## src/rtl/counter_ctrl_pkg.sv

```systemverilog
// Shared types and constants for the counter controller.
package counter_ctrl_pkg;

    localparam int unsigned DEFAULT_WIDTH = 8;

    typedef enum logic [1:0] {
        MODE_ONESHOT_UP   = 2'd0,
        MODE_ONESHOT_DOWN = 2'd1,
        MODE_PERIODIC_UP  = 2'd2,
        MODE_BOUNCE       = 2'd3
    } mode_e;

    typedef enum logic [1:0] {
        ST_IDLE  = 2'd0,
        ST_RUN   = 2'd1,
        ST_PAUSE = 2'd2,
        ST_DONE  = 2'd3
    } state_e;

endpackage

```

## src/rtl/counter_ctrl_if.sv

```systemverilog
// Command handshake bundle: valid/ready plus the mode and terminal value.
interface counter_ctrl_if
    import counter_ctrl_pkg::*;
#(
    parameter int unsigned WIDTH = DEFAULT_WIDTH
);
    logic             cmd_valid;
    logic             cmd_ready;
    logic [1:0]       cmd_mode;
    logic [WIDTH-1:0] cmd_limit;

    modport master (output cmd_valid, output cmd_mode, output cmd_limit, input cmd_ready);
    modport slave  (input cmd_valid, input cmd_mode, input cmd_limit, output cmd_ready);
endinterface

```

## src/rtl/updown_counter.sv

```systemverilog
// Loadable up/down count register; clear beats load, load beats enable.
module updown_counter #(
    parameter int unsigned WIDTH = 8
) (
    input  logic             clk,
    input  logic             rst,
    input  logic             clear,
    input  logic             load,
    input  logic [WIDTH-1:0] load_val,
    input  logic             en,
    input  logic             up_down,
    output logic [WIDTH-1:0] count
);
    logic [WIDTH-1:0] count_q;
    logic [WIDTH-1:0] count_d;

    always_comb begin
        count_d = count_q;
        if (clear) begin
            count_d = '0;
        end else if (load) begin
            count_d = load_val;
        end else if (en) begin
            count_d = up_down ? count_q + WIDTH'(1) : count_q - WIDTH'(1);
        end
    end

    always_ff @(posedge clk) begin
        if (rst) begin
            count_q <= '0;
        end else begin
            count_q <= count_d;
        end
    end

    assign count = count_q;
endmodule

```

## src/rtl/counter_ctrl.sv

```systemverilog
// Job controller around an up/down counter: one-shot, periodic and bounce modes
// with pause, abort and a terminal-count strobe.
module counter_ctrl
    import counter_ctrl_pkg::*;
#(
    parameter int unsigned WIDTH = DEFAULT_WIDTH
) (
    input  logic             clk,
    input  logic             rst,
    counter_ctrl_if.slave    cmd,
    input  logic             pause,
    input  logic             abort,
    output logic [WIDTH-1:0] count,
    output logic             dir,
    output logic             busy,
    output logic             done,
    output logic             tc_pulse
);
    state_e           state_q, state_d;
    mode_e            mode_q, mode_d;
    logic [WIDTH-1:0] limit_q, limit_d;
    logic             dir_q, dir_d;
    logic             tc_q, tc_d;
    logic             busy_q, busy_d;
    logic             done_q, done_d;

    logic             cnt_clear;
    logic             cnt_load;
    logic [WIDTH-1:0] cnt_load_val;
    logic             cnt_en;
    logic [WIDTH-1:0] step_val;
    logic [WIDTH-1:0] endpoint;
    logic             accept;
    mode_e            cmd_mode_e;
    logic             cmd_oneshot;
    logic             cmd_limit_zero;

    assign cmd.cmd_ready    = ((state_q == ST_IDLE) || (state_q == ST_DONE)) && !abort && !rst;
    assign accept           = cmd.cmd_valid && cmd.cmd_ready;
    assign cmd_mode_e       = mode_e'(cmd.cmd_mode);
    assign cmd_oneshot      = (cmd_mode_e == MODE_ONESHOT_UP) || (cmd_mode_e == MODE_ONESHOT_DOWN);
    assign cmd_limit_zero   = (cmd.cmd_limit == '0);
    assign step_val         = dir_q ? count + WIDTH'(1) : count - WIDTH'(1);
    assign endpoint         = dir_q ? limit_q : '0;

    always_comb begin
        state_d      = state_q;
        mode_d       = mode_q;
        limit_d      = limit_q;
        dir_d        = dir_q;
        tc_d         = 1'b0;
        cnt_clear    = 1'b0;
        cnt_load     = 1'b0;
        cnt_load_val = '0;
        cnt_en       = 1'b0;

        if (abort) begin
            state_d   = ST_IDLE;
            cnt_clear = 1'b1;
            dir_d     = 1'b1;
        end else begin
            case (state_q)
                ST_IDLE, ST_DONE: begin
                    if (accept) begin
                        mode_d   = cmd_mode_e;
                        limit_d  = cmd.cmd_limit;
                        cnt_load = 1'b1;
                        dir_d    = (cmd_mode_e != MODE_ONESHOT_DOWN);
                        if (cmd_mode_e == MODE_ONESHOT_DOWN) begin
                            cnt_load_val = cmd.cmd_limit;
                        end
                        // Start value already equals the endpoint when L is zero
                        tc_d    = cmd_limit_zero;
                        state_d = (cmd_oneshot && cmd_limit_zero) ? ST_DONE : ST_RUN;
                    end
                end
                ST_RUN: begin
                    if (pause) begin
                        state_d = ST_PAUSE;
                    end else begin
                        case (mode_q)
                            MODE_PERIODIC_UP: begin
                                if (count == limit_q) begin
                                    cnt_load = 1'b1;
                                    tc_d     = (limit_q == '0);
                                end else begin
                                    cnt_en = 1'b1;
                                    tc_d   = (step_val == limit_q);
                                end
                            end
                            MODE_BOUNCE: begin
                                if (limit_q == '0) begin
                                    tc_d = 1'b1;
                                end else begin
                                    cnt_en = 1'b1;
                                    if (step_val == endpoint) begin
                                        tc_d  = 1'b1;
                                        dir_d = !dir_q;
                                    end
                                end
                            end
                            default: begin
                                cnt_en = 1'b1;
                                if (step_val == endpoint) begin
                                    tc_d    = 1'b1;
                                    state_d = ST_DONE;
                                end
                            end
                        endcase
                    end
                end
                ST_PAUSE: begin
                    if (!pause) begin
                        state_d = ST_RUN;
                    end
                end
                default: state_d = ST_IDLE;
            endcase
        end

        busy_d = (state_d == ST_RUN) || (state_d == ST_PAUSE);
        done_d = (state_d == ST_DONE);
    end

    always_ff @(posedge clk) begin
        if (rst) begin
            state_q <= ST_IDLE;
            mode_q  <= MODE_ONESHOT_UP;
            limit_q <= '0;
            dir_q   <= 1'b1;
            tc_q    <= 1'b0;
            busy_q  <= 1'b0;
            done_q  <= 1'b0;
        end else begin
            state_q <= state_d;
            mode_q  <= mode_d;
            limit_q <= limit_d;
            dir_q   <= dir_d;
            tc_q    <= tc_d;
            busy_q  <= busy_d;
            done_q  <= done_d;
        end
    end

    updown_counter #(.WIDTH(WIDTH)) u_counter (
        .clk      (clk),
        .rst      (rst),
        .clear    (cnt_clear),
        .load     (cnt_load),
        .load_val (cnt_load_val),
        .en       (cnt_en),
        .up_down  (dir_q),
        .count    (count)
    );

    assign dir      = dir_q;
    assign busy     = busy_q;
    assign done     = done_q;
    assign tc_pulse = tc_q;
endmodule

```

## src/flat_wrapper.sv

```systemverilog
// flat-port wrapper written by rule: the top's interface ports become plain ports
module counter_ctrl_flat import counter_ctrl_pkg::*;
#(
    parameter int unsigned WIDTH = DEFAULT_WIDTH
)
  (clk, rst, pause, abort, count, dir, busy, done, tc_pulse, cmd_cmd_valid, cmd_cmd_mode, cmd_cmd_limit, cmd_cmd_ready);
  counter_ctrl_if #(.WIDTH(WIDTH)) cmd_i ();
  input  logic clk;
  input  logic rst;
  input  logic pause;
  input  logic abort;
  output logic [WIDTH-1:0] count;
  output logic dir;
  output logic busy;
  output logic done;
  output logic tc_pulse;
  input wire logic [$bits(cmd_i.cmd_valid)-1:0] cmd_cmd_valid;
  input wire logic [$bits(cmd_i.cmd_mode)-1:0] cmd_cmd_mode;
  input wire logic [$bits(cmd_i.cmd_limit)-1:0] cmd_cmd_limit;
  output wire logic [$bits(cmd_i.cmd_ready)-1:0] cmd_cmd_ready;
  assign cmd_i.cmd_valid = cmd_cmd_valid;
  assign cmd_i.cmd_mode = cmd_cmd_mode;
  assign cmd_i.cmd_limit = cmd_cmd_limit;
  assign cmd_cmd_ready = cmd_i.cmd_ready;
  counter_ctrl #(.WIDTH(WIDTH)) u_core (.clk(clk), .rst(rst), .cmd(cmd_i), .pause(pause), .abort(abort), .count(count), .dir(dir), .busy(busy), .done(done), .tc_pulse(tc_pulse));
endmodule
```

## config.mk

```make
export PLATFORM = sky130hd
export DESIGN_NAME = counter_ctrl_flat
export DESIGN_NICKNAME = d
export VERILOG_FILES = /design/src/rtl/counter_ctrl_pkg.sv /design/src/rtl/counter_ctrl_if.sv /design/src/rtl/updown_counter.sv /design/src/rtl/counter_ctrl.sv /design/src/flat_wrapper.sv
export SDC_FILE = /design/constraint.sdc
export NUM_CORES = 1
export LEC_CHECK = 0
export CORE_MARGIN = 8
export CORE_UTILIZATION = 35
export DETAILED_ROUTE_END_ITERATION = 8
export GPL_TIMING_DRIVEN = 1
export PLACE_DENSITY_LB_ADDON = 0.2
export SLEW_MARGIN = 20
export SYNTH_ARGS = -nofsm -noshare
export SYNTH_HDL_FRONTEND = slang
export SYNTH_SLANG_ARGS = --single-unit
```

## constraint.sdc

```tcl
create_clock -name clk -period 4.5 [get_ports clk]
set_clock_uncertainty 0.05 [all_clocks]
set_input_delay 0.9 -clock clk [delete_from_list [all_inputs] [get_ports clk]]
set_output_delay 0.9 -clock clk [all_outputs]
set_load 0.02 [all_outputs]
```

==> flow_summary.ini <==
[grt]
grt_pass1_vias = 1809
overflow = 0
grt_pass1_wl_mm = 8.845
grtUsageTotal = 0.1401
grt_max_degree = 16
antenna_found_initial = 0

[power_and_ir_drop]
clockPowerShare = 0.328
powerDensity_mw_per_mm2 = 207.9
p_sw_frac = 0.2733
p_leak_uw = 0.0008146
p_int_uw = 333.2
seqPwrFrac = 0.492
ir_drop_v = 0.0001261
share_comb_of_total_power = 0.180
p_sw_uw = 125.3

[detailed_routing]
vias_per_cell = 5.557
highest_layer = met4
drtIter0Drc = 139
routed_wl_mm = 5.038
drtAntennaViolNets = 0
wl_per_cell_um = 15.41
dr_wl_met2_mm = 2.228
drc_errors = 0
drt-met1-wl_mm = 2.498
vias = 1817
first_pass_iters = 4
wl_met3_um = 261

[sta]
whs_ps = 455.6
maxSlewHeadroom = 0.5414
setup_viol = 0
period_share = 0.8181
fin_setup_tns_ps = 0
tightest_slew_ps = 686.4
maxSlewViolCount = 0
min_period_ps = 3681
hold_violations = 0
rsz0062_at_grt = false
clock.fmax_mhz = 271.6

[worst_setup_path]
crit-reg2reg-capture = u_core.busy
required_ps = 4620
cp_data_arrival_time_ps = 3800
slowest_stage = dfxtp_1
reg2regPathDepth = 12
critPathMaxStageDelay_ps = 510
crit_path_start = u_core.dir
crit_chain = inv_1 > ha_1 > nor2b_2 > o311ai_2 > nand2_1 > a221oi_1 > nor2b_1 > o31ai_4 > nand2_1 > o31ai_1 > ha_1 > nor2b_1
critPathCaptureType = flop
crit_path_start_kind = flop
crit_type = flop to flop
reg2reg_slack_ps = 820
r2r_start = u_core.dir
critPathMaxFanout = 9

[clocking]
root_buffer = clkbuf_8
hold_buffers = 0
cts_resized = 0
clock_latency_ps = 270
cts_tree = yes
clk_pin_slew_worst_paths_ps = 90
cts_buffers = 3
cts.sink_count = 24
post_cts_buffers = 0
htreeDepth = 1
clock_tree.buffer_depth = 2

[synth]
yosys-top-cells-area = dfxtp_1, nand2_1, ha_1
synth_top_flop_cell = dfxtp_1
ys_seq_area_frac = 0.2623
ys_warn_count = 0
syn_avg_cell_area_um2 = 7.795
synth_top_area_cell = dfxtp_1
synth.distinct_cells = 54
syn_nets = 261
synth_area_mm2 = 0.001832
async_reset_ff_frac = 0
synth_edf_count = 0
ys_ff_latch = 24
synth_top_area_frac = 0.2623
netlist_instances = 235

[placement]
hpwl_mm = 3.996
io_buffers = 27
place_area_mm2 = 0.002151
gp_congestion = 0.8676

[die]
die_h_um = 88.35
io_pins = 28
core_area_mm2 = 0.005075
start_util = 0.3609
rows = 26
dieArea_mm2 = 0.007805
chipWidth_um = 88.35

[cells_and_area]
final_common_cell = nand2_1
syn_to_final_growth_pct = 20.42
fill_cells = 547
layout_common_cells = nand2_1, clkdlybuf4s50_1, dfxtp_1
drive_gt1_frac = 0.06226
nNetsFinal = 284
design_area_mm2 = 0.002206
diodes = 0

[job]
maxCapViolCount = 0

[status]
status = finished clean

[worst_hold_path]
hp-start = u_core.mode_q[0]
min_path_cells = 2
hp-class = flop to flop
hold_path_end = u_core.mode_q[0]
-- registers in the layout, summed over array words and instances (netlist names) --
register	cells
u_core.done	1
u_core.u_counter.count	8
u_core.busy	1
u_core.state_q	2
u_core.limit_q	8
u_core.tc_pulse	1
u_core.dir	1
u_core.mode_q	2
-- metrics by stage --
step	total power, uW	std cells	setup slack [ps]	utilization
2_1_floorplan	278.7	235	1087	-
3_3_place_gp	312.3	323	860.5	0.4238
3_5_place_dp	311.9	323	815.1	0.4238
4_1_cts	459.6	327	799.4	0.4347
5_1_grt	479.0	327	373.4	0.4347
6_report	458.5	327	818.5	0.4347
-- area by class of cell --
type,instances,area [um^2],area share
clock buffer,4,55.05,0.02496
tap,70,87.58,0.03970
inverter,9,33.78,0.01531
sequential,24,480.5,0.2178
multi-input combinational,192,1271,0.5763
timing repair buffer,28,277.8,0.1259
-- routing by layer --
layer / vias to the layer above / global-route usage
met5: - / 0
met4: 0 / 0.03226
met3: 5 / 0.01857
met2: 57 / 0.2261
met1: 839 / 0.1907
li1: 916 / -
-- cells in the mapped netlist, drive strengths merged, types with 3 or more instances --
master	count
or4	3
nor2	18
nand2	37
xor2	5
a22oi	7
nand3	7
clkbuf	7
and3	3
inv	9
nand4	3
nor3	5
ha	10
dfxtp	24
nor2b	6
nor4	3
o21ai	15
a311oi	4
buf	3
xnor2	10
a21o	3
o31ai	5
a21oi	13
-- power by group through the flow --
stage / clock, uW / combinational [uW] / sequential, uW
5_1_grt: 160 / 92.4 / 227
3_5_place_dp: 0 / 81.5 / 230
4_1_cts: 152 / 81.9 / 225
2_1_floorplan: 0 / 50.4 / 228
3_3_place_gp: 0 / 82.0 / 230
6_report: 150 / 82.5 / 226
-- critical path, delay by kind of cell (launching register included) --
| family | cells | cell delay (ps) |
|---|---|---|
| adder cells (fa/ha/maj) | 2 | 650 |
| buffers and inverters | 1 | 260 |
| AO/OA/AOI/OAI | 4 | 1370 |
| AND/OR/NAND/NOR | 5 | 740 |
| flip-flops | 1 | 510 |
-- worst max-delay path by stage --
| stage | endpoint | slack (ps) |
|---|---|---|
| after floorplan | u_core.busy | 1090 |
| after global placement | cmd_cmd_ready | 860 |
| after detailed placement | u_core.busy | 820 |
| after CTS | u_core.busy | 800 |
| after global routing | u_core.busy | 370 |
| final | u_core.busy | 820 |
-- cells by family (layout without fill, tap and decap cells) --
group	after synthesis	in the layout	synth area share
adders and majority gates	11	11	0.07924
AOI/OAI and AO/OA	68	68	0.2780
DFF	24	24	0.2623
muxes	2	2	0.01161
xor gates and xnor gates	15	15	0.07172
and+or+nand+nor	96	96	0.2534
buffers and inverters	19	41	0.04371
No activity file was read; power rests on OpenSTA's default activity.
